$ cat config.mk
export PLATFORM = sky130hd
export DESIGN_NAME = uart_rx
export DESIGN_NICKNAME = d
export VERILOG_FILES = /design/src/rtl/uart_pkg.sv /design/src/rtl/sync2.sv /design/src/rtl/uart_rx.sv
export SDC_FILE = /design/constraint.sdc
export NUM_CORES = 1
export LEC_CHECK = 0
export BUFFER_PORTS_ARGS = -buffer_cell sky130_fd_sc_hd__buf_4
export CORE_AREA = 2 2 67 69
export DETAILED_ROUTE_END_ITERATION = 10
export DIE_AREA = 0 0 69 71
export PLACE_DENSITY = 0.59
export SLEW_MARGIN = 20
export SYNTH_ARGS = -nofsm -noshare
export SYNTH_HDL_FRONTEND = slang
export SYNTH_SLANG_ARGS = --single-unit
$ cat constraint.sdc
create_clock -name CLK -period 2.7 [get_ports CLK]
set_clock_uncertainty 0.15 [all_clocks]
set_input_delay 0 -clock CLK [delete_from_list [all_inputs] [get_ports CLK]]
set_output_delay 0 -clock CLK [all_outputs]
set_load 0.05 [all_outputs]
$ cat src/rtl/uart_pkg.sv
// Shared UART definitions: receiver state encoding and default line timing.
// Reused by the transmitter side of the serial port.
package uart_pkg;

   localparam int UART_DATA_BITS            = 8;
   localparam int UART_DEFAULT_CLKS_PER_BIT = 434;   // 50 MHz / 115200 baud

   // Receiver FSM states; the RX_ prefix keeps the literals clear of the
   // receiver's DATA port name.
   typedef enum logic [2:0] {
      RX_IDLE      = 3'd0,
      RX_START     = 3'd1,
      RX_DATA      = 3'd2,
      RX_STOP      = 3'd3,
      RX_WAIT_HIGH = 3'd4
   } uart_rx_state_t;

endpackage

$ cat src/rtl/sync2.sv
// Generic two-flop synchronizer for a single asynchronous input.
// The reset value is chosen per use so the output starts at the line's idle level.
module sync2 #(
   parameter logic RESET_VALUE = 1'b1
) (
   input  logic clk,
   input  logic rst_n,
   input  logic d,
   output logic q
);

   logic meta_r;
   logic sync_r;

   // Two-stage capture of the asynchronous input.
   always_ff @(posedge clk or negedge rst_n) begin
      if (!rst_n) begin
         meta_r <= RESET_VALUE;
         sync_r <= RESET_VALUE;
      end else begin
         meta_r <= d;
         sync_r <= meta_r;
      end
   end

   assign q = sync_r;

endmodule

$ cat src/rtl/uart_rx.sv
// 8N1 serial receiver. Samples each bit mid-period, reassembles the byte
// LSB first and offers it on a one-entry valid/ready holding register.
// Framing errors and dropped bytes are signalled as single-cycle pulses.
module uart_rx
   import uart_pkg::*;
#(
   parameter int CLKS_PER_BIT = UART_DEFAULT_CLKS_PER_BIT
) (
   input  logic                      CLK,
   input  logic                      RST_N,
   input  logic                      RX,
   output logic [UART_DATA_BITS-1:0] DATA,
   output logic                      VALID,
   input  logic                      READY,
   output logic                      FRAME_ERR,
   output logic                      OVERRUN,
   output logic                      BUSY
);

   localparam int TW = $clog2(CLKS_PER_BIT);

   // START waits one extra cycle beyond half a bit so that the start sample
   // lands exactly CLKS_PER_BIT/2 cycles after START is entered; every later
   // sample is a full bit period after the previous one.
   localparam logic [TW-1:0] HALF_RELOAD = TW'(CLKS_PER_BIT / 2);
   localparam logic [TW-1:0] BIT_RELOAD  = TW'(CLKS_PER_BIT - 1);
   localparam logic [TW-1:0] TIMER_ZERO  = TW'(0);
   localparam logic [TW-1:0] TIMER_ONE   = TW'(1);
   localparam logic [2:0]    LAST_BIT    = 3'(UART_DATA_BITS - 1);

   logic                      rx_s;

   uart_rx_state_t            state_r;
   uart_rx_state_t            state_nxt_s;
   logic [TW-1:0]             timer_r;
   logic [TW-1:0]             timer_nxt_s;
   logic [2:0]                bit_idx_r;
   logic [2:0]                bit_idx_nxt_s;
   logic [UART_DATA_BITS-1:0] shift_r;
   logic [UART_DATA_BITS-1:0] shift_nxt_s;

   logic                      tick_s;
   logic                      stop_ok_s;
   logic                      stop_bad_s;
   logic                      pop_s;
   logic                      load_s;
   logic                      drop_s;

   logic [UART_DATA_BITS-1:0] data_r;
   logic                      valid_r;
   logic                      frame_err_r;
   logic                      overrun_r;
   logic                      busy_r;

   sync2 #(
      .RESET_VALUE (1'b1)
   ) u_rx_sync (
      .clk   (CLK),
      .rst_n (RST_N),
      .d     (RX),
      .q     (rx_s)
   );

   assign tick_s = (timer_r == TIMER_ZERO);

   // Next-state, bit timer, bit index and shift register update.
   always_comb begin
      state_nxt_s   = state_r;
      timer_nxt_s   = timer_r;
      bit_idx_nxt_s = bit_idx_r;
      shift_nxt_s   = shift_r;
      stop_ok_s     = 1'b0;
      stop_bad_s    = 1'b0;

      case (state_r)
         RX_IDLE: begin
            if (!rx_s) begin
               state_nxt_s = RX_START;
               timer_nxt_s = HALF_RELOAD;
            end else begin
               timer_nxt_s = timer_r;
            end
         end

         RX_START: begin
            if (tick_s) begin
               if (!rx_s) begin
                  state_nxt_s   = RX_DATA;
                  timer_nxt_s   = BIT_RELOAD;
                  bit_idx_nxt_s = 3'd0;
               end else begin
                  // Line returned high before mid-bit: a glitch, not a frame.
                  state_nxt_s = RX_IDLE;
               end
            end else begin
               timer_nxt_s = timer_r - TIMER_ONE;
            end
         end

         RX_DATA: begin
            if (tick_s) begin
               shift_nxt_s = {rx_s, shift_r[UART_DATA_BITS-1:1]};
               timer_nxt_s = BIT_RELOAD;
               if (bit_idx_r == LAST_BIT) begin
                  state_nxt_s = RX_STOP;
               end else begin
                  bit_idx_nxt_s = bit_idx_r + 3'd1;
               end
            end else begin
               timer_nxt_s = timer_r - TIMER_ONE;
            end
         end

         RX_STOP: begin
            if (tick_s) begin
               if (rx_s) begin
                  stop_ok_s   = 1'b1;
                  state_nxt_s = RX_IDLE;
               end else begin
                  stop_bad_s  = 1'b1;
                  state_nxt_s = RX_WAIT_HIGH;
               end
            end else begin
               timer_nxt_s = timer_r - TIMER_ONE;
            end
         end

         RX_WAIT_HIGH: begin
            // A held-low line (break) must release before the next start bit.
            if (rx_s) begin
               state_nxt_s = RX_IDLE;
            end else begin
               state_nxt_s = RX_WAIT_HIGH;
            end
         end

         default: begin
            state_nxt_s = RX_IDLE;
            timer_nxt_s = TIMER_ZERO;
         end
      endcase
   end

   // FSM, timer, bit index and shift register state.
   always_ff @(posedge CLK or negedge RST_N) begin
      if (!RST_N) begin
         state_r   <= RX_IDLE;
         timer_r   <= TIMER_ZERO;
         bit_idx_r <= 3'd0;
         shift_r   <= {UART_DATA_BITS{1'b0}};
      end else begin
         state_r   <= state_nxt_s;
         timer_r   <= timer_nxt_s;
         bit_idx_r <= bit_idx_nxt_s;
         shift_r   <= shift_nxt_s;
      end
   end

   // A byte is accepted when the slot is empty or is being emptied this cycle.
   assign pop_s  = valid_r & READY;
   assign load_s = stop_ok_s & (~valid_r | READY);
   assign drop_s = stop_ok_s & valid_r & ~READY;

   // Holding register, status pulses and busy flag.
   always_ff @(posedge CLK or negedge RST_N) begin
      if (!RST_N) begin
         data_r      <= {UART_DATA_BITS{1'b0}};
         valid_r     <= 1'b0;
         frame_err_r <= 1'b0;
         overrun_r   <= 1'b0;
         busy_r      <= 1'b0;
      end else begin
         if (load_s) begin
            data_r  <= shift_r;
            valid_r <= 1'b1;
         end else if (pop_s) begin
            valid_r <= 1'b0;
         end else begin
            valid_r <= valid_r;
         end
         frame_err_r <= stop_bad_s;
         overrun_r   <= drop_s;
         busy_r      <= (state_nxt_s != RX_IDLE);
      end
   end

   assign DATA      = data_r;
   assign VALID     = valid_r;
   assign FRAME_ERR = frame_err_r;
   assign OVERRUN   = overrun_r;
   assign BUSY      = busy_r;

endmodule

### Word-level counts from Yosys, hierarchy flattened

Index checks and enable logic that the tools add are counted.

| storage, ports and cells | value |
|---|---|
| register bits | 37 |
| bits of input ports | 4 |
| word-level logic and storage cells | 68 |

| cells by class | value |
|---|---|
| $add $sub $neg | 2 |
| equal/unequal tests | 12 |
| multiplexer cells | 27 |
| bitwise operators | 8 |
| reduce and logical (&&, ||, !) cells | 8 |

Operators by type and width:

| operator | count |
|---|---|
| 9-bit 2-to-1 mux | 5 |
| 9-bit one-hot mux with 5 select lines | 1 |
| 3-bit 2-to-1 mux | 10 |
| 3-bit one-hot mux with 5 select lines | 1 |
| 2-bit != test (second input constant) | 6 |
| 9-bit logical NOT | 1 |
| 9-bit by 1-bit subtractor with 9-bit output (second input constant) | 1 |
| 1-bit 2-to-1 mux | 8 |
| 3-bit by 2-bit equality test with 1-bit output (second input constant) | 2 |
| 3-bit equality test (second input constant) | 2 |
| 3-bit one-hot mux with 2 select lines | 1 |
| 5-bit AND reduction | 1 |
| 1-bit AND | 4 |
| 4-bit AND reduction | 1 |
| 2-bit nonzero test | 2 |
| 3-bit by 1-bit adder with 3-bit output (second input constant) | 1 |
| 3-bit by 1-bit equality test with 1-bit output (second input constant) | 1 |
| 3-bit logical NOT | 1 |
| 3-bit != test (second input constant) | 1 |
| 1-bit inverter | 3 |
| 3-bit nonzero test | 1 |
| 2-bit 2-to-1 mux | 1 |
| 2-bit AND reduction | 1 |
| 1-bit bitwise OR | 1 |

### Depth between registers and ports, before layout

| depth | value |
|---|---|
| word-level depth | 5 |
| mapped depth | 6 |
| gate-level depth less buffers | 6 |

### By module

A second synthesis with hierarchy kept.

| unflattened totals | value |
|---|---|
| cell total of the unflattened synthesis | 173 |
| area total of the unflattened synthesis | 1941.9 um^2 |

By module, submodules not included:

| module | times used | cells an instance | area an instance (um^2) |
|---|---|---|---|
| uart_rx | 1 | 171 | 1889.3 |
| sync2 | 1 | 2 | 52.6 |

### Least setup slack after synthesis

Ideal clock, no wire load.

| timing | value |
|---|---|
| path kind | register -> register |
| from | register timer_r[0] |
| to | register data_r[0], in the netlist DATA[0] |
| arrival | 1.872 ns |
| slack | 0.553 ns |
| stages on the path, launching flop included | 7 |
| buffers on the path | 0 |
| path through | dfrtp_1 inv_1 ha_1 nor4b_4 nand2_2 nor3_4 mux2_2 |

| on the way | value |
|---|---|
| cells in the longest elaborated chain, start to end | 4 |

Ends and longest elaborated chain:

| what | line | RTL |
|---|---|---|
| start, declared | uart_rx.sv:35 | `logic [TW-1:0] timer_r;` |
| start signal, assigned | uart_rx.sv:153 | `timer_r <= timer_nxt_s;` |
| 9-bit logical NOT | uart_rx.sv:64 | `assign tick_s = (timer_r == TIMER_ZERO);` |
| 1-bit 2-to-1 mux | uart_rx.sv:115 | `if (tick_s) begin` |
| 1-bit 2-to-1 mux | uart_rx.sv:75 | `case (state_r)` |
| 1-bit AND | uart_rx.sv:161 | `assign load_s = stop_ok_s & (~valid_r \| READY);` |
| end signal, assigned | uart_rx.sv:167 | `data_r <= {UART_DATA_BITS{1'b0}};` |
| end signal, assigned | uart_rx.sv:174 | `data_r <= shift_r;` |
| end, declared | uart_rx.sv:49 | `logic [UART_DATA_BITS-1:0] data_r;` |

Every way passes these cells.
A chain may end at the register's enable or synchronous reset.

### Worst setup path in the final report

| timing | value |
|---|---|
| from | register timer_r[0] |
| to | register timer_r[2] |

| on the way | value |
|---|---|
| cells in the longest elaborated chain, start to end | 3 |

Ends and longest elaborated chain:

| what | line |
|---|---|
| 9-bit by 1-bit subtractor with 9-bit output / 9-bit logical NOT (equally long branches) | - |
| 9-bit 2-to-1 mux (tied with other cells) | uart_rx.sv:115 |
| 9-bit one-hot mux with 5 select lines / 4-bit AND reduction (equally long branches) | - |

Several ways; a longest one is shown, not always the timed one. The select of a mux whose other input is x is not followed.

==> out/qor.yml <==
holdWs_ps: 55.3
netlist_top_cells_area: "dfrtp_1 48%, mux2_2 10%, dfstp_2 2.9%"
slew_violations: 0
synth_edf_count: 0
synth_most_common_cell: "dfrtp_1"
path_clk_slew_ps: 80
wl_met3_um: 181
wl_per_cell_um: 16.5
period_needed_ps: 2380
routed_via_density: 5.81
drive_gt1_frac: 0.306
drt_iter0_drc: 60
cts_root_buffer: "clkbuf_8"
port_buffers: 15
worstMarginPinSlew_ps: 693
synth_fa_ha_area_frac: 0.0272
synth_area_per_cell_um2: 11.7
row_count: 24
wl_um: 3820
p_leak_nw: 1.02
hold_viol_final: 0
crit_required_ps: 2720
p_per_area_nw_per_um2: 501
grt-ovfl-total: 0
area_delta_synth_final_pct: 17.8
arrival_ps: 2400
synth-xor-area-share: 0.00477
cp-end-kind: "register"
drc: 0
synth_compound_area_frac: 0.165
synth_mux_area_frac: 0.110
hold_path.class: "in -> async"
htree_num_levels: 2
clock_path_buffers: 2
setup_violations: 0
synth.top_cell.area_share: 0.477
yosys.area_share.simple: 0.161
ys_types: 49
final_nets: 187
dieHeight_um: 71
worstSetupPathType: "reg -> reg"
netlist_area_um2: 1840
critPathLaunchType: "register"
rr_endpoint: "timer_r[2]$_DFFE_PN0P_"
synth_top_family_by_area: "compound AO/OA/AOI/OAI gates"
yosysWarnings: 0
stdcell_area_um2: 2160
final_util: 0.515
grt_pass1_wl_um: 6380
fmax_mhz: 420
ir_drop_uv: 289
gp_congestion: 0.861
clk-insertion-delay-late_ps: 290
cts_resized: 0
finalSetupTns_ps: 0
rsz0062_at_grt: "no"
io_pins: 16
grt_max_degree: 38
cts_tree: "built"
drt-met1-wl_um: 1730
die-area_um2: 4900
grt_pass1_vias: 1314
antenna_left: 0
final_cell_count_no_fill: 232
async_flop_share: 1.00
netlist_top_cells_count: "35 x dfrtp_1, 17 x mux2_2, 10 x nor2_1, 7 x nand2_1"
start_util: 0.437
ys_seq_area_frac: 0.505
drv_cap: 0
status: "finished, final reports clean"
crit_fanout: 6
period_share: 0.881
synthCells: 157
place_area_um2: 2010
post_cts_buffers: 0
max-slew-margin-rel: 0.534
dp.cells: 221
dp_hpwl_um: 2770
die_x_um: 69
n_antenna_cell: 0
vias: 1348
wl_met2_um: 1860
synth.largest_area_cell: "dfrtp_1"
cts_buffers: 5
core_area_um2: 4200
r2r_slack_ps: 320
synth-main-ff-cell: "dfrtp_1"
r2r_cells: 6
drt_pass1_iterations: 4
syn_nets: 165
synth-seq-cells: 37
grt_antenna_before_repair: 0
reg2reg_from: "timer_r[0]$_DFFE_PN0P_"
cts.sinks: 37
grt_usage: 0.165
routed.top_layer: "met4"
## final cells by class
| cell class | instances | area [µm²] |
|---|---|---|
| fillers | 391 | 2040 |
| flip-flops and latches | 37 | 928 |
| multi-input cells | 109 | 860 |
| repair buffers | 23 | 180 |
| clock buffers | 6 | 82.6 |
| well taps | 52 | 65.1 |
| clock inverters | 2 | 37.5 |
| inverters | 3 | 11.3 |
## registers in the layout, indices dropped and copies added (netlist names)
| register | flops |
|---|---|
| u_rx_sync.q | 1 |
| VALID | 1 |
| state_r | 3 |
| OVERRUN | 1 |
| timer_r | 9 |
| BUSY | 1 |
| bit_idx_r | 3 |
| DATA | 8 |
| u_rx_sync.meta_r | 1 |
| FRAME_ERR | 1 |
| shift_r | 8 |
## cell usage in the layout (no fill, tap or decap), types with 3 or more instances in the layout
cell	count
inv_1	3
nor2_1	10
nand2_1	7
o21ai_0	3
nor3_1	4
o2bb2ai_1	5
buf_4	20
o21bai_1	3
mux2_2	17
dlygate4sd3_1	3
a21o_1	3
clkbuf_8	6
a22o_1	6
a31oi_1	5
dfrtp_1	35
a21oi_1	4
ha_1	4
## routing by layer
metal,GRT usage,up-vias
met5,0,-
li1,-,639
met1,0.219,674
met3,0.0499,5
met2,0.260,30
met4,0.0566,0
## worst max-delay path: stages (launching register included)
cell	delay, ps
dfrtp_1	440
inv_1	100
ha_1	230
nor4b_4	150
a21boi_0	590
nor2_1	270
a211o_1	340
## metrics by stage
stage / total power, mW / setup WS [ps]
final: 1.08 / 322
after global routing: 1.12 / 161
after CTS: 1.10 / 362
after detailed placement: 0.589 / 370
after global placement: 0.588 / 494
after floorplan: 0.573 / 553
## worst max-delay path by stage
stage	slack, ps	endpoint	cells after the start	start
after floorplan	550	DATA[0]$_DFFE_PN0P_	6	timer_r[0]$_DFFE_PN0P_
after global placement	490	timer_r[2]$_DFFE_PN0P_	6	timer_r[0]$_DFFE_PN0P_
after detailed placement	370	timer_r[2]$_DFFE_PN0P_	6	timer_r[0]$_DFFE_PN0P_
after CTS	360	timer_r[2]$_DFFE_PN0P_	6	timer_r[0]$_DFFE_PN0P_
after global routing	160	timer_r[2]$_DFFE_PN0P_	6	timer_r[0]$_DFFE_PN0P_
final	320	timer_r[2]$_DFFE_PN0P_	6	timer_r[0]$_DFFE_PN0P_
## cell families (layout without fill, tap and decap cells)
| logic type | count (synthesis) | in the layout |
|---|---|---|
| AOI/OAI and AO/OA | 41 | 41 |
| buffers and inverters | 11 | 34 |
| muxes | 18 | 18 |
| xor gates and xnor gates | 1 | 1 |
| and+or+nand+nor | 45 | 45 |
| DFF | 37 | 37 |
| adders and majority gates | 4 | 4 |
## report_power, final
part	leakage [nW]	internal, mW	total, mW	switching [mW]
clock	0.0574	0.300	0.503	0.203
combinational	0.482	0.00738	0.0222	0.0148
sequential	0.479	0.557	0.559	0.00210
## repair_timing
item                                    in CTS  in global routing
hold buffers                                 3                  0
endpoints found under the hold margin       40                  0
endpoints found under the setup margin       0                  0
No activity file was read; power rests on OpenSTA's default activity.
